[config.mk]
export PLATFORM = sky130hd
export DESIGN_NAME = perf_sampler
export DESIGN_NICKNAME = d
export VERILOG_FILES = /design/src/rtl/perf_sampler.sv
export SDC_FILE = /design/constraint.sdc
export NUM_CORES = 1
export LEC_CHECK = 0
export CAP_MARGIN = 20
export CELL_PAD_IN_SITES_DETAIL_PLACEMENT = 2
export CELL_PAD_IN_SITES_GLOBAL_PLACEMENT = 2
export CORE_MARGIN = 2
export CORE_UTILIZATION = 30
export CTS_CLUSTER_SIZE = 40
export DETAILED_ROUTE_END_ITERATION = 6
export GPL_ROUTABILITY_DRIVEN = 0
export HOLD_SLACK_MARGIN = 0.08
export PLACE_DENSITY_LB_ADDON = 0.12
export SETUP_SLACK_MARGIN = 0.15
export SLEW_MARGIN = 20
export SYNTH_ARGS = -nofsm -noshare
export SYNTH_HDL_FRONTEND = slang
export SYNTH_SLANG_ARGS = --single-unit
[constraint.sdc]
create_clock -name clk -period 2.6 [get_ports clk]
set_input_delay 0.39 -clock clk [delete_from_list [all_inputs] [get_ports clk]]
set_output_delay 0.39 -clock clk [all_outputs]
set_load 0.01 [all_outputs]
[src/rtl/perf_sampler.sv]
// Periodic sampler for an upstream read-and-clear event counter: saturating total, peak and a one-entry sample buffer.
// Build option: define PERF_SAMPLER_MAX_EN to implement the max_o peak tracker (otherwise max_o is tied to 0).
module perf_sampler #(
   parameter int CNT_W  = 4,
   parameter int ACC_W  = 16,
   parameter int PERIOD = 8,
   parameter int DROP_W = 8
) (
   input  logic              clk,
   input  logic              reset_n,
   input  logic              enable_i,
   input  logic              clear_i,
   output logic              sw_req_o,
   input  logic [CNT_W-1:0]  p_count_i,
   output logic              sample_valid_o,
   input  logic              sample_ready_i,
   output logic [CNT_W-1:0]  sample_data_o,
   output logic [ACC_W-1:0]  total_o,
   output logic [CNT_W-1:0]  max_o,
   output logic [DROP_W-1:0] drop_cnt_o,
   output logic              busy_o,
   output logic [1:0]        dbg_state_o
);

   localparam int TMR_W = $clog2(PERIOD);
   localparam logic [TMR_W-1:0] TMR_LAST = TMR_W'(PERIOD - 1);

   typedef enum logic [1:0] {
      S_IDLE  = 2'd0,
      S_RUN   = 2'd1,
      S_FLUSH = 2'd2
   } state_t;

   state_t              state_q, state_d;
   logic [TMR_W-1:0]    timer_q, timer_d;
   logic                valid_q, valid_d;
   logic [CNT_W-1:0]    data_q, data_d;
   logic [ACC_W-1:0]    total_q, total_d, total_base;
   logic [ACC_W:0]      sum;
   logic [DROP_W-1:0]   drop_q, drop_d, drop_base;
   logic                sw_req, drop_evt;

   // The enabling cycle is already timer slot 0, so RUN is entered at slot 1.
   always_comb begin
      state_d = state_q;
      timer_d = timer_q;
      sw_req  = 1'b0;
      case (state_q)
         S_IDLE: begin
            timer_d = '0;
            if (enable_i) begin
               state_d = S_RUN;
               timer_d = TMR_W'(1);
            end
         end
         S_RUN: begin
            sw_req  = (timer_q == TMR_LAST);
            timer_d = (timer_q == TMR_LAST) ? '0 : timer_q + TMR_W'(1);
            if (!enable_i) begin
               state_d = (timer_q == TMR_LAST) ? S_IDLE : S_FLUSH;
               timer_d = '0;
            end
         end
         S_FLUSH: begin
            sw_req  = 1'b1;
            state_d = S_IDLE;
            timer_d = '0;
         end
         default: begin
            state_d = S_IDLE;
            timer_d = '0;
         end
      endcase
   end

   // Sample handshake: the buffer transfers on any edge where valid and ready are both high;
   // a capture on that same edge reloads it, and a capture while valid && !ready overwrites and counts a drop.
   always_comb begin
      valid_d    = valid_q;
      data_d     = data_q;
      drop_evt   = sw_req && valid_q && !sample_ready_i;
      total_base = clear_i ? '0 : total_q;
      drop_base  = clear_i ? '0 : drop_q;
      sum        = {1'b0, total_base} + {{(ACC_W + 1 - CNT_W){1'b0}}, p_count_i};
      total_d    = total_base;
      drop_d     = drop_base;
      if (sw_req) begin
         valid_d = 1'b1;
         data_d  = p_count_i;
         total_d = sum[ACC_W] ? '1 : sum[ACC_W-1:0];
      end else if (valid_q && sample_ready_i) begin
         valid_d = 1'b0;
      end
      if (drop_evt && (drop_base != '1)) begin
         drop_d = drop_base + DROP_W'(1);
      end
   end

   always_ff @(posedge clk or negedge reset_n) begin
      if (!reset_n) begin
         state_q <= S_IDLE;
         timer_q <= '0;
         valid_q <= 1'b0;
         data_q  <= '0;
         total_q <= '0;
         drop_q  <= '0;
      end else begin
         state_q <= state_d;
         timer_q <= timer_d;
         valid_q <= valid_d;
         data_q  <= data_d;
         total_q <= total_d;
         drop_q  <= drop_d;
      end
   end

`ifdef PERF_SAMPLER_MAX_EN
   logic [CNT_W-1:0] max_q, max_d, max_base;

   always_comb begin
      max_base = clear_i ? '0 : max_q;
      max_d    = max_base;
      if (sw_req && (p_count_i > max_base)) begin
         max_d = p_count_i;
      end
   end

   always_ff @(posedge clk or negedge reset_n) begin
      if (!reset_n) begin
         max_q <= '0;
      end else begin
         max_q <= max_d;
      end
   end

   assign max_o = max_q;
`else
   assign max_o = '0;
`endif

   assign sw_req_o       = sw_req;
   assign sample_valid_o = valid_q;
   assign sample_data_o  = data_q;
   assign total_o        = total_q;
   assign drop_cnt_o     = drop_q;
   assign busy_o         = (state_q != S_IDLE);
   assign dbg_state_o    = state_q;

endmodule

==> results.tsv <==
stage	metric	value	unit
global_routing	grt_max_degree	35	
timing	maxSlewViolCount	0	
synth	synth_seq_cells	34	
finish	multi_input_area	1110	um2
synth	avgSynthCellArea	9.02	um2
critical_path	cp_data_required_time	2.21	ns
critical_path	cp.arrival	1.96	ns
finish	seq_area	852	um2
critical_path	crit_fanout	4	
worst_hold_path	min_path_type	reg -> reg	
timing	fin_worst_skew	0.00855	ns
place	dp_hpwl	4760	um
power_and_ir_drop	finalPower	1.79	mW
flow_run	maxCapViolCount	0	
synth	async_flop_share	100	%
power_and_ir_drop	p_per_area	637	nW/um2
die	die_h	86.5	um
timing	fmax	426	MHz
detailed_routing	wirelength	6200	um
clock_network	cts_tree	built	
critical_path	cpLargestDelayFamily	buffers and inverters	
die	rows	30	
global_routing	grt_pass1_vias	2100	
critical_path	slowest_stage	clkdlybuf4s50_1	
die	die_w	86.5	um
detailed_routing	vias_per_cell	5.30	
global_routing	antenna_found_initial	0	
place	portBuffers	41	
critical_path	worstSetupStartpointType	flop	
critical_path	cp_cell_sequence	ha_1 > ha_1 > a21o_4 > nand2_1 > inv_1 > clkdlybuf4s50_1	
finish	finish.net_count	314	
die	ioPinCount	46	
clock_network	insertion_delay	0.29	ns
critical_path	crit_top_cell	ha_1	
timing	min_period	2.35	ns
global_routing	grt.total_usage	18.0	%
detailed_routing	vias	1982	
synth	synth_cells	226	
critical_path	end_kind	output port	
timing	hold_violations	0	
detailed_routing	drc	0	
synth	yosys-top-cells-count	dfrtp_1 (34), nand2_1 (24), nand3_1 (20)	
timing	fin_crit_sh	90.4	%
timing	relSlewSlack	60.3	%
finish	fill_cells	759	
detailed_routing	routedWlPerCell	16.6	um
die	fp.dieArea	7470	um2
clock_network	cts_buffer_depth	2	
critical_path	worstPathBufferInverterCount	2	
finish	area_growth	37.7	%
global_routing	overflow	0	
clock_network	cts_inserted_buffers	5	
critical_path	crit_type	reg -> out	
synth	yosysMostFrequentCell	dfrtp_1	
finish	diodes	0	
clock_network	root_buffer	clkbuf_8	
timing	setup_viol	0	
synth	synth_ff_type	dfrtp_1	
critical_path	cpPeakStageDelay	0.47	ns
finish	drive_gt1_share	16.3	%
place	place_ws	-0.166	ns
clock_network	cts_htree_levels	2	
synth	synth_area	2040	um2
global_routing	grt_first_pass_wirelength	10600	um
timing	worstMarginPinSlew	0.591	ns
synth	synth.top_cells.by_area	dfrtp_1 (42%), ha_1 (6.1%), nand3_1 (4.9%)	
die	core-area	6680	um2
synth	ys.warnings.count	0	
synth	seq_area_frac_synth	41.7	%
timing	rsz0062_at_grt	no	
detailed_routing	drtIter0Drc	73	
detailed_routing	firstDrtPassIters	4	
clock_network	clkTransAtPathRegs	0.08	ns
power_and_ir_drop	power.leakage	1.31	nW
synth	synth_top_area_share	41.7	%
outcome	outcome	finished, final reports clean	
power_and_ir_drop	vdd_drop_max	256	uV
die	initial_core_util	30.5	%
synth	synth_edf_count	0	
clock_network	numClockSinks	34	
detailed_routing	ant_nets	0	
synth	synth_top_area_cell	dfrtp_1	
clock_network	post_cts_buffers	0	
timing	setup_ws	0.250	ns
synth	synth.distinct_cells	44	
-- worst paths after layout --
check | from | slack (ns) | cells past startpoint | endpoint
max | timer_q[0]$_DFF_PN0_ | 0.25 | 6 | sw_req_o
min | sample_data_o[0]$_DFFE_PN0N_ | 0.48 | 2 | sample_data_o[0]$_DFFE_PN0N_
max reg2reg | dbg_state_o[0]$_DFFE_PN0P_ | 0.32 | 7 | drop_cnt_o[4]$_DFF_PN0_
min reg2reg | sample_data_o[0]$_DFFE_PN0N_ | 0.48 | 2 | sample_data_o[0]$_DFFE_PN0N_
max in group asynchronous | reset_n | 1.76 | 2 | dbg_state_o[0]$_DFFE_PN0P_
min in group asynchronous | reset_n | 0.51 | 2 | dbg_state_o[0]$_DFFE_PN0P_
-- power breakdown --
group	switching (mW)	internal [mW]	total, mW
logic	0.378	0.364	0.742
clock network	0.206	0.180	0.386
registers	0.0492	0.613	0.663
-- repair_timing --
item,CTS,global route
hold buffers,0,0
resized for setup,2,3
setup endpoints to repair,2,4
-- metal layers --
metal  global-route usage, %  wire (um)  vias up
met4                    4.12         44        0
met1                    24.2       2870     1008
met5                       0          0        -
met2                    30.4       3110       32
met3                    2.76        176        4
li1                        -          -      938
-- sequential cells by signal, indices dropped and copies added (netlist names) --
| name | cells |
|---|---|
| timer_q | 3 |
| drop_cnt_o | 8 |
| sample_data_o | 4 |
| dbg_state_o | 2 |
| sample_valid_o | 1 |
| total_o | 16 |
-- metrics by stage --
step           utilization, %  instances  area (um2)  hold slack [ns]  TNS [ns]
6_report                 42.0        374        2810            0.482         0
5_1_grt                  42.0        374        2810            0.519         0
4_1_cts                  41.9        374        2800            0.492         0
3_5_place_dp             40.7        367        2720            0.473     -1.54
3_3_place_gp             40.7        367        2720            0.462    -0.400
2_1_floorplan               -        229        2050           0.0944         0
-- worst reg2reg max path, delay by kind of cell (launching register included) --
family | cells | cell delay (ns)
buffers and inverters | 3 | 0.30
adder cells (fa/ha/maj) | 1 | 0.32
AO/OA/AOI/OAI | 1 | 0.16
AND/OR/NAND/NOR | 2 | 1.02
flip-flops | 1 | 0.40
-- final cells by class --
type	instances	area share (%)
multi-input cells	173	39.6
well taps	80	3.56
flip-flops and latches	34	30.3
repair buffers	70	22.3
clock buffers	5	2.45
inverters	10	1.34
clock inverters	2	0.356
-- cells by family (layout without fill, tap and decap cells) --
group,after synthesis,count (layout),share of synthesized area (%)
and+or+nand+nor,106,106,27.8
AOI/OAI and AO/OA,43,43,14.0
DFF,34,34,41.7
buffers and inverters,22,87,4.91
adders and majority gates,11,11,7.12
xor gates and xnor gates,6,6,2.58
muxes,3,3,1.66
other,1,4,0.184
-- layout by cell type, fill, tap and decap left out, types with 6 or more instances in the layout --
cell type        synthesis  layout
and3_1                   6       6
a21oi_1                  8       8
o21ai_0                  8       8
ha_1                    10       9
buf_4                    4      29
nand2_1                 24      24
nor2b_1                 12      12
dfrtp_1                 34      33
nor2_1                  13      13
clkdlybuf4s50_1          0      40
nor3_1                   6       6
inv_1                    9       9
nand3_1                 20      20
Power figures use the tool's default switching activity.
